File: config.mk
export PLATFORM = sky130hd
export DESIGN_NAME = vectored_int_ctrl
export DESIGN_NICKNAME = d
export VERILOG_FILES = /design/src/rtl/vectored_int_pkg.sv /design/src/rtl/vint_arbiter.sv /design/src/rtl/vectored_int_ctrl.sv
export SDC_FILE = /design/constraint.sdc
export NUM_CORES = 1
export LEC_CHECK = 0
export CORE_UTILIZATION = 40
export CTS_BUF_LIST = sky130_fd_sc_hd__clkbuf_16
export DETAILED_ROUTE_END_ITERATION = 12
export PLACE_DENSITY = 0.83
export SYNTH_ARGS = -nofsm -noshare
export SYNTH_HDL_FRONTEND = slang
export SYNTH_SLANG_ARGS = --single-unit
File: constraint.sdc
create_clock -name clk -period 3.1 [get_ports clk]
set_clock_uncertainty 0.1 [all_clocks]
set_input_delay 0.93 -clock clk [delete_from_list [all_inputs] [get_ports clk]]
set_output_delay 0.93 -clock clk [all_outputs]
set_load 0.005 [all_outputs]
File: src/rtl/vectored_int_pkg.sv
// Shared encodings for the vectored interrupt controller: FSM states,
// arbitration mode constants and a constant-foldable clog2.
package vectored_int_pkg;

  typedef enum logic [1:0] {
    ST_IDLE = 2'd0,
    ST_REQ  = 2'd1,
    ST_ACK  = 2'd2
  } state_e;

  localparam bit RR_FIXED = 1'b0;
  localparam bit RR_ROUND = 1'b1;

  function automatic int clog2(input int n);
    int r;
    r = 0;
    for (int v = n - 1; v > 0; v = v >> 1) r++;
    return r;
  endfunction

endpackage

File: src/rtl/vint_arbiter.sv
// Combinational NUM_CH-way picker: lowest set index in fixed mode, first set
// index at or above ptr (with wrap) in round-robin mode.
module vint_arbiter
  import vectored_int_pkg::*;
#(
  parameter int NUM_CH = 4,
  parameter int IDX_W  = clog2(NUM_CH)
) (
  input  logic [NUM_CH-1:0] req,
  input  logic [IDX_W-1:0]  ptr,
  input  logic              mode,
  output logic [IDX_W-1:0]  grant_idx,
  output logic              grant_valid
);

  logic [IDX_W-1:0] base;
  logic [IDX_W-1:0] cand;

  // Scan downward from the farthest candidate so the nearest hit writes last.
  always_comb begin
    base        = (mode == RR_ROUND) ? ptr : '0;
    grant_idx   = '0;
    grant_valid = 1'b0;
    cand        = '0;
    for (int k = NUM_CH - 1; k >= 0; k--) begin
      cand = IDX_W'((int'(base) + k) % NUM_CH);
      if (req[cand]) begin
        grant_idx   = cand;
        grant_valid = 1'b1;
      end
    end
  end

endmodule

File: src/rtl/vectored_int_ctrl.sv
// Vectored interrupt controller: latches done edges, arbitrates unmasked pending
// channels and holds one vector on int_addr through a two-phase int_ack handshake.
module vectored_int_ctrl
  import vectored_int_pkg::*;
#(
  parameter int              NUM_CH     = 4,
  parameter int              ADDR_W     = 32,
  parameter logic [ADDR_W-1:0] VEC_BASE = ADDR_W'(32'hFFFF_FFFC),
  parameter logic [ADDR_W-1:0] VEC_STRIDE = ADDR_W'(1),
  parameter bit              RR_MODE    = RR_FIXED,
  localparam int             IDX_W      = clog2(NUM_CH)
) (
  input  logic              clk,
  input  logic              rst,
  input  logic [NUM_CH-1:0] done,
  input  logic [NUM_CH-1:0] int_mask,
  input  logic              int_ack,
  input  logic              ovr_clr,
  output logic              irq,
  output logic [ADDR_W-1:0] int_addr,
  output logic [IDX_W-1:0]  int_id,
  output logic [NUM_CH-1:0] pending,
  output logic [NUM_CH-1:0] overrun
);

  state_e            state_q;
  logic [NUM_CH-1:0] done_q;
  logic [NUM_CH-1:0] pending_q, pending_d;
  logic [NUM_CH-1:0] overrun_q, overrun_d;
  logic              irq_q;
  logic [ADDR_W-1:0] addr_q;
  logic [IDX_W-1:0]  id_q;
  logic [IDX_W-1:0]  ptr_q;

  logic [NUM_CH-1:0] ev;
  logic [NUM_CH-1:0] clr;
  logic [IDX_W-1:0]  grant_idx;
  logic              grant_valid;

  vint_arbiter #(
    .NUM_CH (NUM_CH),
    .IDX_W  (IDX_W)
  ) u_arb (
    .req         (pending_q & ~int_mask),
    .ptr         (ptr_q),
    .mode        (RR_MODE),
    .grant_idx   (grant_idx),
    .grant_valid (grant_valid)
  );

  // A new edge on a channel being acknowledged re-arms it rather than overrunning.
  always_comb begin
    ev  = done & ~done_q;
    clr = '0;
    if (state_q == ST_REQ && int_ack) clr[id_q] = 1'b1;
    pending_d = (pending_q & ~clr) | ev;
    overrun_d = (ovr_clr ? '0 : overrun_q) | (ev & pending_q & ~clr);
  end

  always_ff @(posedge clk) begin
    if (rst) begin
      state_q   <= ST_IDLE;
      done_q    <= '0;
      pending_q <= '0;
      overrun_q <= '0;
      irq_q     <= 1'b0;
      addr_q    <= '0;
      id_q      <= '0;
      ptr_q     <= '0;
    end else begin
      done_q    <= done;
      pending_q <= pending_d;
      overrun_q <= overrun_d;
      case (state_q)
        ST_IDLE: begin
          if (grant_valid) begin
            state_q <= ST_REQ;
            irq_q   <= 1'b1;
            id_q    <= grant_idx;
            addr_q  <= VEC_BASE + ADDR_W'(grant_idx) * VEC_STRIDE;
          end
        end
        ST_REQ: begin
          if (int_ack) begin
            state_q <= ST_ACK;
            irq_q   <= 1'b0;
            addr_q  <= '0;
            if (RR_MODE == RR_ROUND)
              ptr_q <= (id_q == IDX_W'(NUM_CH - 1)) ? '0 : id_q + 1'b1;
          end
        end
        ST_ACK: begin
          if (!int_ack) state_q <= ST_IDLE;
        end
        default: state_q <= ST_IDLE;
      endcase
    end
  end

  assign irq      = irq_q;
  assign int_addr = addr_q;
  assign int_id   = id_q;
  assign pending  = pending_q;
  assign overrun  = overrun_q;

endmodule

* Word-level counts from Yosys, hierarchy flattened *
Index checks and enable logic that the tools add are counted.

storage, ports and cells
  register bits = 49
  bits in latches = 0
  bits in writable memories = 0
  bits in read-only memories = 0
  input bits = 12
  logic and storage cells = 54
  memories = 0

operators by class
  add/sub/neg operators = 1
  $mul = 0
  divide/modulo/power cells = 0
  $lt $le $gt $ge = 2
  equal/unequal tests = 5
  shifts and indexed selects = 0
  multiplexer cells = 22
  bitwise logic cells = 10
  reductions and logical operators = 7

operator list
  operator                                                                count
  32-bit two-way mux                                                      2
  32-bit case mux with 2 select lines                                     1
  4-bit AND                                                               5
  2-bit two-way mux                                                       7
  4-bit NOT                                                               3
  4-bit two-way mux                                                       2
  4-bit bitwise OR                                                        2
  1-bit two-way mux                                                       7
  2-bit inequality test (second input constant)                           3
  2-bit case mux with 3 select lines                                      1
  3-bit AND reduction                                                     2
  3-bit by 3-bit adder with 4-bit output (first input constant)           1
  2-bit by 3-bit < comparator with 1-bit output (second input constant)   1
  1-bit demux with 2-bit select                                           1
  2-bit by 1-bit equality test with 1-bit output (second input constant)  1
  2-bit equality test (second input constant)                             1
  2-bit by 1-bit >= comparator with 1-bit output (second input constant)  1
  1-bit logical AND                                                       2
  2-bit logical NOT                                                       1
  1-bit case mux with 2 select lines                                      1
  2-bit AND reduction                                                     1
  2-bit nonzero test                                                      1

* Depth between registers and ports, before layout *
  word-level depth = 9
  gate-level depth with buffers = 3
  gate-level depth less buffers = 3

* By module *
From an unflattened synthesis, not the netlist that was laid out.

unflattened totals
  cell total of the unflattened synthesis = 137
  area total of the unflattened synthesis = 1123.6 µm²

modules (own cells, without submodules)
  module             times used  cells an instance  area each (µm²)  sequential area each (µm²)
  vectored_int_ctrl  1           114                1004.7           380.4
  vint_arbiter       1           23                 118.9            0.0

* Least setup slack after synthesis *
OpenSTA, ideal clock, no wires.

  kind = flip-flop to output port
  start point = register, netlist name int_addr[30]
  end point = output int_addr[10]
  arrival = 1.027 ns
  required time = 2.070 ns
  setup slack = 1.043 ns
  cell stages (with the launch flop) = 2
  buffers on the path = 1
  cell sequence = dfxtp_1 > buf_4

RTL lines
  item              line                     RTL
  end: declaration  vectored_int_ctrl.sv:20  output logic [ADDR_W-1:0] int_addr,

==> results.sh <==
export IMPL_status="finished clean"
export IMPL_die_area_um2=2630
export IMPL_leakage_nw=0.536
export IMPL_clkSinkCount=19
export IMPL_vias=817
export IMPL_cp_arrival_ns=1.53
export IMPL_postCtsHoldBufs=0
export IMPL_synth_area_mux_share_pct=0
export IMPL_rows=17
export IMPL_setup_viol=0
export IMPL_critPathLaunchType="register"
export IMPL_setup_tns_ns=0
export IMPL_yosysTopAreaCell="dfxtp_1"
export IMPL_ys_types=29
export IMPL_core_um2=2250
export IMPL_netlist_area_um2=970
export IMPL_clk_latency_ns=0.25
export IMPL_grt_pass1_wl_mm=3.24
export IMPL_final_hold_viol_count=0
export IMPL_synth_edff_count=0
export IMPL_netSwitchingFraction_pct=24.7
export IMPL_htree_levels=1
export IMPL_syn_nets=115
export IMPL_ys_warn_count=0
export IMPL_nets=145
export IMPL_synth_top_family_by_area="buffers and inverters"
export IMPL_syn_avg_cell_area_um2=9.41
export IMPL_cp_top_family="buffers and inverters"
export IMPL_finalCritPeriodShare_pct=82.7
export IMPL_numCtsBuffers=3
export IMPL_root_buffer="clkbuf_16"
export IMPL_yosysMostFrequentCell="buf_4"
export IMPL_synth_cells=103
export IMPL_first_global_vias=709
export IMPL_wl_per_cell_um=13.5
export IMPL_die_w_um=51.2
export IMPL_grt_max_degree=25
export IMPL_num_antenna_cells=0
export IMPL_ys_seq_elements=19
export IMPL_crit_chain="buf_4, clkdlybuf4s50_1"
export IMPL_worst_setup_path_end_kind="output pin"
export IMPL_antenna_found_initial=0
export IMPL_synth_xor_area_share_pct=0.903
export IMPL_p_int_mw=0.603
export IMPL_cts_tree="built"
export IMPL_p_per_area_nw_per_um2=568
export IMPL_port_buffer_count=54
export IMPL_drv_cap=0
export IMPL_yosys_area_share_simple_pct=20.0
export IMPL_path_buf_inv=2
export IMPL_cts_resized=0
export IMPL_path_max_fanout=24
export IMPL_synth_compound_area_share_pct=15.1
export IMPL_cp_required_ns=2.07
export IMPL_clock_path_buffers=2
export IMPL_drt_pass1_iterations=7
export IMPL_finalWirelength_mm=2.15
export IMPL_ys_flop_type="dfxtp_1"
export IMPL_slew_headroom_pct=70.0
export IMPL_initial_core_util_pct=43.0
export IMPL_gp_congestion=0.855
export IMPL_fin_cells=160
export IMPL_dpl_cell_count=156
export IMPL_critPathKind="reg2out"
export IMPL_area_growth_pct=45.4
export IMPL_cpPeakStageDelay_ns=0.54
export IMPL_yosysSeqAreaShare_pct=39.2
export IMPL_fmax_ghz=0.390
export IMPL_drc=0
export IMPL_worst_r2r_cell_count=3
export IMPL_grt_overflow=0
export IMPL_cp_num_cells=2
export IMPL_vdd_drop_max_mv=0.373
export IMPL_hpwl_mm=1.55
export IMPL_ant_nets=0
export IMPL_yosys_area_share_adder_pct=0
export IMPL_seq_power_share_pct=36.0
export IMPL_fin_crit_ns=2.56
export IMPL_cts_setup_buffers=0
export IMPL_clockPowerShare_pct=33.0
export IMPL_slowest_stage="clkdlybuf4s50_1"
export IMPL_p_sw_mw=0.198
export IMPL_drive_gt1_share_pct=6.06
export IMPL_combPwrFrac_pct=31.0
export IMPL_drv_slew=0
export IMPL_holdPathStages=2
export IMPL_grt_use_total_pct=16.8
export IMPL_yosys_top_cells_count="buf_4 (30), dfxtp_1 (19), o21ai_0 (7)"
export IMPL_path_clk_slew_ns=0.05
export IMPL_rsz0062_at_grt="no"
export IMPL_async_flop_share_pct=0
export IMPL_vias_per_cell=5.11
export IMPL_io_pins=55
export IMPL_die_h_um=51.2
export IMPL_synth_area_leaders="dfxtp_1 (39%), buf_4 (23%), nor2b_1 (3.9%)"
export IMPL_drtIter0Drc=41
export IMPL_hp_class="reg2reg"
export IMPL_yosys_area_top_type_share_pct=39.2
export IMPL_worstMarginPinSlew_ns=0.445
## power groups by stage
| stage | Clock (mW) | Combinational, mW | Sequential [mW] |
|---|---|---|---|
| 2_1_floorplan | 0 | 0.143 | 0.299 |
| 3_3_place_gp | 0 | 0.241 | 0.292 |
| 3_5_place_dp | 0 | 0.247 | 0.293 |
| 4_1_cts | 0.265 | 0.249 | 0.288 |
| 5_1_grt | 0.275 | 0.265 | 0.291 |
| 6_report | 0.265 | 0.248 | 0.288 |
## cell type report
type / instances / area [µm²]
Clock buffer: 3 / 75.1
Clock inverter: 1 / 3.75
Fill cell: 197 / 845
Inverter: 3 / 11.3
Multi-Input combinational cell: 50 / 349
Sequential cell: 19 / 380
Tap cell: 28 / 35.0
Timing Repair Buffer: 56 / 556
## metrics by stage
stage	hold slack [ns]	setup slack, ns	area [µm²]	total power [mW]	utilization (%)
2_1_floorplan	0.349	1.04	970	0.442	-
3_3_place_gp	0.338	0.704	1330	0.534	59.0
3_5_place_dp	0.354	0.620	1330	0.540	59.0
4_1_cts	0.367	0.520	1410	0.803	62.5
5_1_grt	0.406	0.453	1410	0.832	62.5
6_report	0.362	0.537	1410	0.801	62.5
## worst register-to-register path, cell delays in order, from the launching register on
cell and delay [ns]:
dfxtp_1 0.43, nand3b_4 0.15, or3_1 0.35, a31o_1 0.22
## final timing paths
kind,start,to,slack [ns]
hold / removal,overrun[3]$_SDFF_PP0_,overrun[3]$_SDFF_PP0_,0.36
hold reg to reg,overrun[3]$_SDFF_PP0_,overrun[3]$_SDFF_PP0_,0.36
setup / recovery,int_addr[30]$_SDFFE_PP0P_,int_addr[11],0.54
setup reg to reg,state_q[0]$_SDFFE_PP0P_,pending[1]$_SDFF_PP0_,1.75
## kinds of logic after synthesis
logic type,Yosys count
buf+inv,34
simple gates,28
compound gates,21
flops,19
xor+xnor,1
## flip-flops by register name, indices dropped and copies added (netlist names)
name / count
state_q: 2
int_id: 2
overrun: 4
int_addr: 3
done_q: 4
pending: 4
## metal layers
| metal | share of wire (%) | up-vias | track usage [%] | routed length [µm] |
|---|---|---|---|---|
| li1 | - | 384 | - | - |
| met1 | 42 | 363 | 20.6 | 906 |
| met2 | 46 | 65 | 27.2 | 1000 |
| met3 | 9.3 | 5 | 2.68 | 201 |
| met4 | 2.0 | 0 | 10.4 | 44 |
| met5 | 0 | - | 0 | 0 |
## cell usage in the layout, fill, tap and decap left out
cell              n
a21oi_1           3
a221oi_1          2
a22o_1            1
a31o_1            1
and3_1            1
buf_4             2
clkbuf_16         3
clkdlybuf4s50_1  54
dfxtp_1          19
inv_1             4
nand2_1           5
nand2b_1          4
nand3_1           1
nand3b_4          1
nor2_1            2
nor2b_1           6
nor2b_4           2
nor3b_1           1
nor4bb_1          1
o21ai_0           7
o22ai_1           1
o311ai_1          3
o32ai_1           1
o41a_1            1
o41ai_1           1
or2_1             1
or3_1             1
or3b_1            1
or4_1             1
xor2_1            1
No activity file was read; power rests on OpenSTA's default activity.
